**src/rtl/sp_dram_port.sv**
```systemverilog
// rtl/sp_dram_port.sv - narrow-word front end with a 128-bit write-combining line buffer for sp_dram
module sp_dram_port #(
    parameter int WIDTH    = 32,
    parameter int SEL_BITS = 2
) (
    input  logic                  clk,
    input  logic                  rst,
    input  logic [25+SEL_BITS:0]  addr,
    input  logic [WIDTH-1:0]      din,
    input  logic                  we,
    input  logic                  re,
    input  logic                  flush,
    output logic                  ready,
    output logic [WIDTH-1:0]      dout,
    output logic                  valid,
    output logic                  idle,
    output logic [25:0]           mem_addr,
    output logic [127:0]          mem_din,
    input  logic [127:0]          mem_dout,
    output logic [15:0]           mem_mask,
    output logic                  mem_we,
    output logic                  mem_re,
    input  logic                  mem_ready
);

    localparam int MB = WIDTH / 8;

    typedef enum logic [1:0] {IDLE, WB, RD_ISSUE, RD_WAIT} state_t;

    state_t               state_q, state_d;
    logic                 dirty_q, dirty_d;
    logic [15:0]          line_mask_q, line_mask_d;
    logic [25:0]          line_addr_q, line_addr_d;
    logic [127:0]         line_data_q, line_data_d;
    logic                 pend_we_q, pend_we_d;
    logic                 pend_re_q, pend_re_d;
    logic [25+SEL_BITS:0] pend_addr_q, pend_addr_d;
    logic [WIDTH-1:0]     pend_din_q, pend_din_d;
    logic [WIDTH-1:0]     dout_q, dout_d;
    logic                 valid_q, valid_d;

    // The merge path is shared: a fresh write in IDLE, or a deferred write into the just-cleaned buffer in WB.
    logic [25+SEL_BITS:0] wr_addr;
    logic [WIDTH-1:0]     wr_din;
    logic [127:0]         merged_data;
    logic [15:0]          merged_mask;
    logic [MB-1:0]        lane_ones;

    always_comb begin
        lane_ones   = '1;
        wr_addr     = (state_q == WB) ? pend_addr_q : addr;
        wr_din      = (state_q == WB) ? pend_din_q  : din;
        merged_data = line_data_q;
        merged_data[int'(wr_addr[SEL_BITS-1:0]) * WIDTH +: WIDTH] = wr_din;
        merged_mask = ((state_q == WB) ? 16'h0000 : line_mask_q)
                      | (16'(lane_ones) << (int'(wr_addr[SEL_BITS-1:0]) * MB));
    end

    always_comb begin
        state_d     = state_q;
        dirty_d     = dirty_q;
        line_mask_d = line_mask_q;
        line_addr_d = line_addr_q;
        line_data_d = line_data_q;
        pend_we_d   = pend_we_q;
        pend_re_d   = pend_re_q;
        pend_addr_d = pend_addr_q;
        pend_din_d  = pend_din_q;
        dout_d      = dout_q;
        valid_d     = 1'b0;
        mem_we      = 1'b0;
        mem_re      = 1'b0;
        mem_mask    = 16'h0000;
        mem_addr    = line_addr_q;

        unique case (state_q)
            IDLE: begin
                if (we) begin
                    if (!dirty_q || addr[25+SEL_BITS:SEL_BITS] == line_addr_q) begin
                        line_data_d = merged_data;
                        line_mask_d = merged_mask;
                        line_addr_d = addr[25+SEL_BITS:SEL_BITS];
                        dirty_d     = 1'b1;
                        if (merged_mask == 16'hFFFF) state_d = WB;
                    end else begin
                        pend_we_d   = 1'b1;
                        pend_addr_d = addr;
                        pend_din_d  = din;
                        state_d     = WB;
                    end
                end else if (re) begin
                    // Drain a dirty line first, even an unrelated one, so reads never overtake writes.
                    pend_re_d   = 1'b1;
                    pend_addr_d = addr;
                    state_d     = dirty_q ? WB : RD_ISSUE;
                end else if (flush && dirty_q) begin
                    state_d = WB;
                end
            end
            WB: begin
                mem_we   = mem_ready;
                mem_mask = line_mask_q;
                if (mem_ready) begin
                    dirty_d     = 1'b0;
                    line_mask_d = 16'h0000;
                    if (pend_we_q) begin
                        line_data_d = merged_data;
                        line_mask_d = merged_mask;
                        line_addr_d = pend_addr_q[25+SEL_BITS:SEL_BITS];
                        dirty_d     = 1'b1;
                        pend_we_d   = 1'b0;
                        state_d     = IDLE;
                    end else if (pend_re_q) begin
                        state_d = RD_ISSUE;
                    end else begin
                        state_d = IDLE;
                    end
                end
            end
            RD_ISSUE: begin
                mem_re   = mem_ready;
                mem_addr = pend_addr_q[25+SEL_BITS:SEL_BITS];
                if (mem_ready) state_d = RD_WAIT;
            end
            RD_WAIT: begin
                mem_addr = pend_addr_q[25+SEL_BITS:SEL_BITS];
                if (mem_ready) begin
                    dout_d    = mem_dout[int'(pend_addr_q[SEL_BITS-1:0]) * WIDTH +: WIDTH];
                    valid_d   = 1'b1;
                    pend_re_d = 1'b0;
                    state_d   = IDLE;
                end
            end
            default: state_d = IDLE;
        endcase
    end

    always_ff @(posedge clk or negedge rst) begin
        if (!rst) begin
            state_q     <= IDLE;
            dirty_q     <= 1'b0;
            line_mask_q <= '0;
            line_addr_q <= '0;
            line_data_q <= '0;
            pend_we_q   <= 1'b0;
            pend_re_q   <= 1'b0;
            pend_addr_q <= '0;
            pend_din_q  <= '0;
            dout_q      <= '0;
            valid_q     <= 1'b0;
        end else begin
            state_q     <= state_d;
            dirty_q     <= dirty_d;
            line_mask_q <= line_mask_d;
            line_addr_q <= line_addr_d;
            line_data_q <= line_data_d;
            pend_we_q   <= pend_we_d;
            pend_re_q   <= pend_re_d;
            pend_addr_q <= pend_addr_d;
            pend_din_q  <= pend_din_d;
            dout_q      <= dout_d;
            valid_q     <= valid_d;
        end
    end

    assign ready   = (state_q == IDLE);
    assign idle    = (state_q == IDLE) && !dirty_q;
    assign dout    = dout_q;
    assign valid   = valid_q;
    assign mem_din = line_data_q;

endmodule
```
**config.mk**
```make
export PLATFORM = sky130hd
export DESIGN_NAME = sp_dram_port
export DESIGN_NICKNAME = d
export VERILOG_FILES = /design/src/rtl/sp_dram_port.sv
export SDC_FILE = /design/constraint.sdc
export NUM_CORES = 1
export LEC_CHECK = 0
export ABC_AREA = 1
export CAP_MARGIN = 20
export CORE_MARGIN = 1.5
export CORE_UTILIZATION = 44
export CTS_CLUSTER_SIZE = 16
export DETAILED_ROUTE_END_ITERATION = 7
export PLACE_DENSITY = 0.78
export SYNTH_ARGS = -nofsm -noshare
export SYNTH_HDL_FRONTEND = slang
export SYNTH_SLANG_ARGS = --single-unit
```
**constraint.sdc**
```tcl
create_clock -name clk -period 2.4 [get_ports clk]
set_input_delay 0.24 -clock clk [delete_from_list [all_inputs] [get_ports clk]]
set_output_delay 0.24 -clock clk [all_outputs]
set_load 0.01 [all_outputs]
```
==> results of run 1 <==
==> power by group through the flow <==
stage / clock network, mW / registers (mW) / logic, mW
6_report: 4.78 / 7.73 / 14.2
5_1_grt: 5.01 / 7.93 / 15.5
4_1_cts: 4.84 / 7.70 / 13.8
3_5_place_dp: 0 / 7.75 / 13.7
3_3_place_gp: 0 / 7.69 / 13.4
2_1_floorplan: 0 / 7.89 / 7.33
==> layout by cell type (no fill, tap or decap), types with 2 or more instances in the layout <==
cell type        count
buf_12              19
buf_4               26
bufinv_16            5
clkbuf_1             5
clkbuf_16           32
clkbuf_8             4
clkdlybuf4s50_1    381
clkinv_2             7
clkinvlp_4           3
dfrtp_1            265
dfrtp_2              3
diode_2              6
dlygate4sd2_1        6
dlymetal6s2s_1      12
ha_1                 2
inv_1              133
inv_2                9
mux2_2              32
nand2_1            673
nand2_2              3
nand2_4              2
nand3_1             37
nand3_4              2
nand4_1            130
nor2_1             200
nor2_2               9
nor2_4               3
nor2_8               2
nor3_1               2
o21ai_0            172
o21ai_1              9
o21ai_2              3
o22ai_1             32
xor2_1               9
==> synth_stat cells <==
library cell | number | area, um^2
nand3_2 | 1 | 10.01
ha_1 | 3 | 37.54
nor2_1 | 208 | 780.8
xor2_1 | 9 | 78.83
nor3_1 | 2 | 10.01
mux2_2 | 32 | 360.4
o21ai_2 | 3 | 26.28
clkinv_1 | 1 | 3.750
nand2_2 | 2 | 12.51
buf_2 | 68 | 340.3
nor2_4 | 1 | 11.26
dfrtp_1 | 268 | 6706
nand2_1 | 675 | 2534
nor2_8 | 2 | 40.04
nor2_2 | 3 | 18.77
buf_4 | 5 | 37.54
a31oi_1 | 1 | 6.260
o21ai_0 | 176 | 880.8
o211ai_1 | 1 | 7.510
clkbuf_1 | 57 | 214.0
inv_1 | 135 | 506.7
o22ai_1 | 32 | 200.2
inv_2 | 7 | 26.28
nand3_1 | 38 | 190.2
a21oi_1 | 1 | 5.000
nand4_1 | 130 | 813.3
o21ai_1 | 5 | 25.02
nand2_4 | 1 | 11.26
==> sequential cells by signal, summed over array words and instances (netlist names) <==
register	count
pend_addr_q	28
line_addr_q	26
pend_din_q	32
dout	32
pend_re_q	1
line_mask_q	16
mem_din	128
valid	1
pend_we_q	1
state_q	2
dirty_q	1
==> worst max-delay path, delay by kind of cell, from the launching register on <==
family	cells	cell delay, ns
buffers and inverters	2	0.78
DFF	1	0.44
AOI/OAI and AO/OA	1	0.29
==> routing by layer <==
metal	wire, um	share of wire (%)	GRT usage [%]	vias to the layer above
li1	-	-	-	6687
met1	18290	39	35.61	6738
met2	22170	47	45.90	810
met3	4675	10	5.704	118
met4	1627	3.5	10.42	2
met5	13	0.028	0	-
==> final cells by class <==
cell class	instances	area, um^2	share of cell area (%)
Clock buffer	38	799.5	4.079
Antenna cell	6	15.01	0.07659
Multi-Input combinational cell	1326	6132	31.28
Sequential cell	268	6710	34.23
Inverter	143	540.5	2.757
Clock inverter	16	217.7	1.111
Tap cell	396	495.5	2.528
Timing Repair Buffer	449	4692	23.94
==> cell families after synthesis <==
logic type | Yosys count
AOI/OAI and AO/OA | 219
buffers and inverters | 273
muxes | 32
xor gates and xnor gates | 9
DFF | 268
adders and majority gates | 3
and+or+nand+nor | 1063
==> per-stage QoR <==
stage	instance area (um^2)	setup WS [ns]	util [%]	power, mW	setup TNS, ns
3_3_place_gp	18370	-0.03611	59.60	21.07	-0.05939
4_1_cts	19440	0.001963	63.04	26.36	0
3_5_place_dp	18370	-0.07200	59.60	21.43	-0.2650
5_1_grt	19600	0.002481	63.58	28.47	0
6_report	19600	0.06839	63.58	26.74	0
2_1_floorplan	13890	0.1720	-	15.21	0
==> final timing paths <==
path,startpoint,to,slack (ns),depth (start not counted)
min in group clk,din[26],pend_din_q[26],0.28,3
max in group asynchronous,rst,line_addr_q[25],1.47,3
min,rst,mem_din[4],0.14,2
min reg2reg,mem_din[97],mem_din[97],0.47,2
max,state_q[1],mem_addr[24],0.07,3
max reg2reg,state_q[1],mem_din[48],0.12,9
==> repair_timing <==
item / 4_1_cts / 5_1_grt
buffers inserted: 2 / 0
endpoints found under the hold margin: 230 / 0
hold buffers: 1 / 0
pin swaps: 0 / 2
gates resized for setup: 17 / 25
cloned: 0 / 3
endpoints found under the setup margin: 32 / 97
==> qor.csv, run 1 <==
metric,value,unit
start_util,45.07,%
power.share.combinational,53.2,%
hold_slack,0.1384,ns
yosysUniqueCellTypes,28,
dieWidth,180.7,um
slowest_stage,clkdlybuf4s50_1,
dp.cells,2576,
grt.total_usage,27.65,%
clockRootBuffer,clkbuf_16,
p_int,15.09,mW
synth_compound_area_share,8.285,%
critPathKind,reg -> out,
min_path_type,in -> async,
final_cell_count_no_fill,2642,
finalHoldViolations,0,
p_seq_share,28.9,%
drv_cap,0,
drive_gt1_share,7.500,%
syn_avg_cell_area,7.442,um^2
ios,401,
worstPathMaxFanout,38,
sw_frac_of_total,43.57,%
worst_pin_slew,0.7425,ns
cts_buffers,29,
synthXorXnorAreaFrac,0.5673,%
viasPerCell,5.433,
rows,64,
fillers,2556,
portBuffers,400,
h-tree-depth,1,
rsz0062_at_grt,false,
clkPwrFrac,17.9,%
detail_route.wl_per_cell,17.71,um
grt_pass1_vias,13830,
max_stage_delay,0.60,ns
crit_path_start_kind,flip-flop,
fmax,428.9,MHz
path_clk_slew,0.06,ns
cp.arrival,2.09,ns
route.vias.total,14360,
status,finished clean,
drc_errors,0,
area_growth,41.08,%
gp_congestion,0.8563,
syn_nets,2064,
ys_ff_latch,268,
totalWireLength,46.78,mm
core_area,0.03083,mm^2
clk_latency,0.56,ns
drv_slew,0,
ir_drop,0.7023,mV
synth_top_family_by_area,simple AND/OR/NAND/NOR gates,
p_per_area,1364,mW/mm^2
antenna_found_initial,7,
leakagePower,9.730,nW
slew_headroom,50.49,%
grt_overflow_total,0,
ctsLongestPathBuffers,3,
synthAdderAreaFrac,0.2701,%
finalCritPeriodShare,97.15,%
synthCells,1867,
cts_sinks,268,
fin_skew,0.01790,ns
synthesis.area,0.01389,mm^2
ant_nets,0,
grt_pass1_wl,72.87,mm
nNetsFinal,2414,
cts_tree,done,
synth.yosys.seq_area_share,48.27,%
die_area,0.03265,mm^2
synth_simple_gate_area_share,31.90,%
drtIter0Drc,1468,
die_h,180.7,um
min_period,2.332,ns
synth_mux_area_share,2.593,%
cp_cell_sequence,buf_12 > o21ai_0 > clkdlybuf4s50_1,
p_sw,11.65,mW
hpwlAfterDp,31.90,mm
setup_viol_count_final,0,
ys_warn_count,0,
firstDrtPassIters,6,
critPathCaptureType,output pin,
grt_max_degree,98,
crit_required,2.16,ns
No activity file was read; power rests on OpenSTA's default activity.
==> inputs of run 2 (changes only) <==
--- a/config.mk
+++ b/config.mk
@@ -9,6 +9,7 @@
 export CAP_MARGIN = 20
 export CORE_MARGIN = 1.5
 export CORE_UTILIZATION = 44
+export CTS_CLUSTER_DIAMETER = 60
 export CTS_CLUSTER_SIZE = 16
 export DETAILED_ROUTE_END_ITERATION = 7
 export PLACE_DENSITY = 0.78
==> constraint.sdc (replaced) <==
create_clock -name clk -period 2.4 [get_ports clk]
set_input_delay 0.48 -clock clk [delete_from_list [all_inputs] [get_ports clk]]
set_output_delay 0.48 -clock clk [all_outputs]
set_load 0.01 [all_outputs]
==> run 2 against run 1 <==
- setup slack better by 0.015 ns
- clock-buffer cell count down 10
- fmax up 0.66%
- global-route usage up 0.71 points
- worst hold slack better by 0.33 ns
- core utilization up 0.82 points
- flip-flop and latch count unchanged
- wire length about the same
- largest power group unchanged
==> qor.csv, run 2 (synthesized netlist as in run 1, its figures left out) <==
metric,value,unit,change
clockRootBuffer,clkbuf_16,,unchanged
area_growth,42.91,%,was 41.08%
place_ws,-0.2534,ns,was -0.07200 ns
largest_reg_flops,128,,unchanged
die_h,180.7,um,unchanged
dp.cells,2622,,"was 2,576"
p_per_area,1343,mW/mm^2,was 1364 mW/mm^2
firstDrtPassIters,5,,was 6
crit_required,1.92,ns,was 2.16 ns
final_cell_count_no_fill,2675,,"was 2,642"
min_period,2.316,ns,was 2.332 ns
critPathCaptureType,output pin,,unchanged
viasPerCell,5.417,,was 5.433
rows,64,,unchanged
grt_overflow_total,0,,unchanged
hpwlAfterDp,33.39,mm,was 31.90 mm
dieWidth,180.7,um,unchanged
path_clk_slew,0.07,ns,was 0.06 ns
drc_errors,0,,unchanged
cts_sinks,268,,unchanged
grt_pass1_wl,74.84,mm,was 72.87 mm
ant_nets,0,,unchanged
fin_skew,0.03282,ns,was 0.01790 ns
portBuffers,400,,unchanged
gp_congestion,0.8801,,was 0.8563
ctsLongestPathBuffers,3,,unchanged
worst_pin_slew,0.7451,ns,was 0.7425 ns
critPathKind,reg -> out,,unchanged
final_common_cell,nand2_1,,unchanged
h-tree-depth,1,,unchanged
crit_path_start_kind,flip-flop,,unchanged
cp.arrival,1.84,ns,was 2.09 ns
nNetsFinal,2454,,"was 2,414"
setup_ws,0.08371,ns,was 0.06839 ns
min_path_type,reg -> reg,,was in -> async
cts_tree,done,,unchanged
drtIter0Drc,1526,,"was 1,468"
fillers,2473,,"was 2,556"
leakagePower,9.952,nW,was 9.730 nW
grt.total_usage,28.35,%,was 27.65%
drive_gt1_share,9.099,%,was 7.500%
worstPathMaxFanout,5,,was 38
drv_cap,0,,unchanged
ios,401,,unchanged
rsz0062_at_grt,false,,unchanged
grt_pass1_vias,14250,,was 13.83k
finalCritPeriodShare,96.51,%,was 97.15%
finalHoldViolations,0,,unchanged
grt_max_degree,85,,was 98
totalWireLength,46.80,mm,was 46.78 mm
route.vias.total,14490,,was 14.36k
layout_common_cells,"nand2_1 (675), clkdlybuf4s50_1 (353), dfrtp_1 (265)",,"was nand2_1 (673), clkdlybuf4s50_1 (381), dfrtp_1 (265)"
start_util,45.07,%,unchanged
clk_latency,0.55,ns,was 0.56 ns
cts_buffers,26,,was 29
drv_slew,0,,unchanged
antenna_found_initial,5,,was 7
slew_headroom,50.32,%,was 50.49%
die_area,0.03265,mm^2,unchanged
reg2reg_slack,0.18,ns,was 0.12 ns
fmax,431.7,MHz,was 428.9 MHz
ir_drop,0.6996,mV,was 0.7023 mV
detail_route.wl_per_cell,17.50,um,was 17.71 um
core_area,0.03083,mm^2,unchanged
status,finished clean,,unchanged
setup_viol_count_final,0,,unchanged
hold_slack,0.4730,ns,was 0.1384 ns
-- run 2: cell count changes in the layout (fill, tap and decap cells not counted), moves of 4 or more --
| cell | change |
|---|---|
| buf_4 | +36 |
| clkdlybuf4s50_1 | -28 |
| dlygate4sd2_1 | +22 |
| buf_12 | +7 |
| clkbuf_16 | -6 |
| inv_6 | +5 |
| clkbuf_1 | -4 |
| clkinv_2 | -4 |
| nor2_2 | -4 |
| o21ai_0 | -4 |
-- run 2: final timing paths --
path | startpoint | to | cells after the start
min in group asynchronous | rst | mem_din[100] | 2
min reg2reg | mem_din[104] | mem_din[104] | 2
max reg2reg | state_q[1] | mem_din[15] | 11
max | state_q[0] | idle | 5
min | mem_din[104] | mem_din[104] | 2
max in group asynchronous | rst | pend_din_q[30] | 3
-- run 2: power breakdown --
part | internal, mW | switching (mW) | total, mW
Clock | 2.60 | 1.90 | 4.50
Combinational | 5.94 | 8.47 | 14.4
Sequential | 6.43 | 1.32 | 7.75
-- run 2: per-layer routing --
metal / part of all wire, % / track usage [%] / routed length [um]
met1: 39 / 36.60 / 18240
met3: 9.3 / 5.463 / 4360
met2: 48 / 47.04 / 22520
met5: 0.028 / 0 / 13
met4: 3.5 / 11.23 / 1659
-- run 2: layout make-up --
class	instances	area, um^2	area share, %
tap	396	495.5	2.495
timing repair buffer	491	5021	25.29
antenna	4	10.01	0.05041
sequential	268	6710	33.79
clock inverter	18	267.8	1.348
inverter	143	543.0	2.735
clock buffer	28	668.1	3.365
multi-input combinational	1327	6141	30.93
-- run 2: through the flow --
step                      TNS (ns)  utilization [%]  power, mW  instance area (um^2)
after floorplan                  0                -      15.21                 13890
after global placement      -21.76            61.04      21.63                 18820
after detailed placement    -28.40            61.04      22.05                 18820
after CTS                   -2.222            64.10      26.54                 19760
after global routing             0            64.41      28.45                 19860
final                            0            64.41      26.67                 19860
-- run 2: repair_timing --
action,CTS,global route
hold endpoints to repair,57,0
hold buffers,1,0
gates resized for setup,53,31
endpoints found under the setup margin,47,58
pin swaps,0,1
gates cloned,0,1
setup buffers,0,1
-- run 2: worst max-delay path, stage by stage (launching register included) --
cell	delay [ns]
dfrtp_2	0.46
buf_4	0.19
nor2_8	0.11
inv_2	0.05
nor2_1	0.18
clkdlybuf4s15_1	0.29
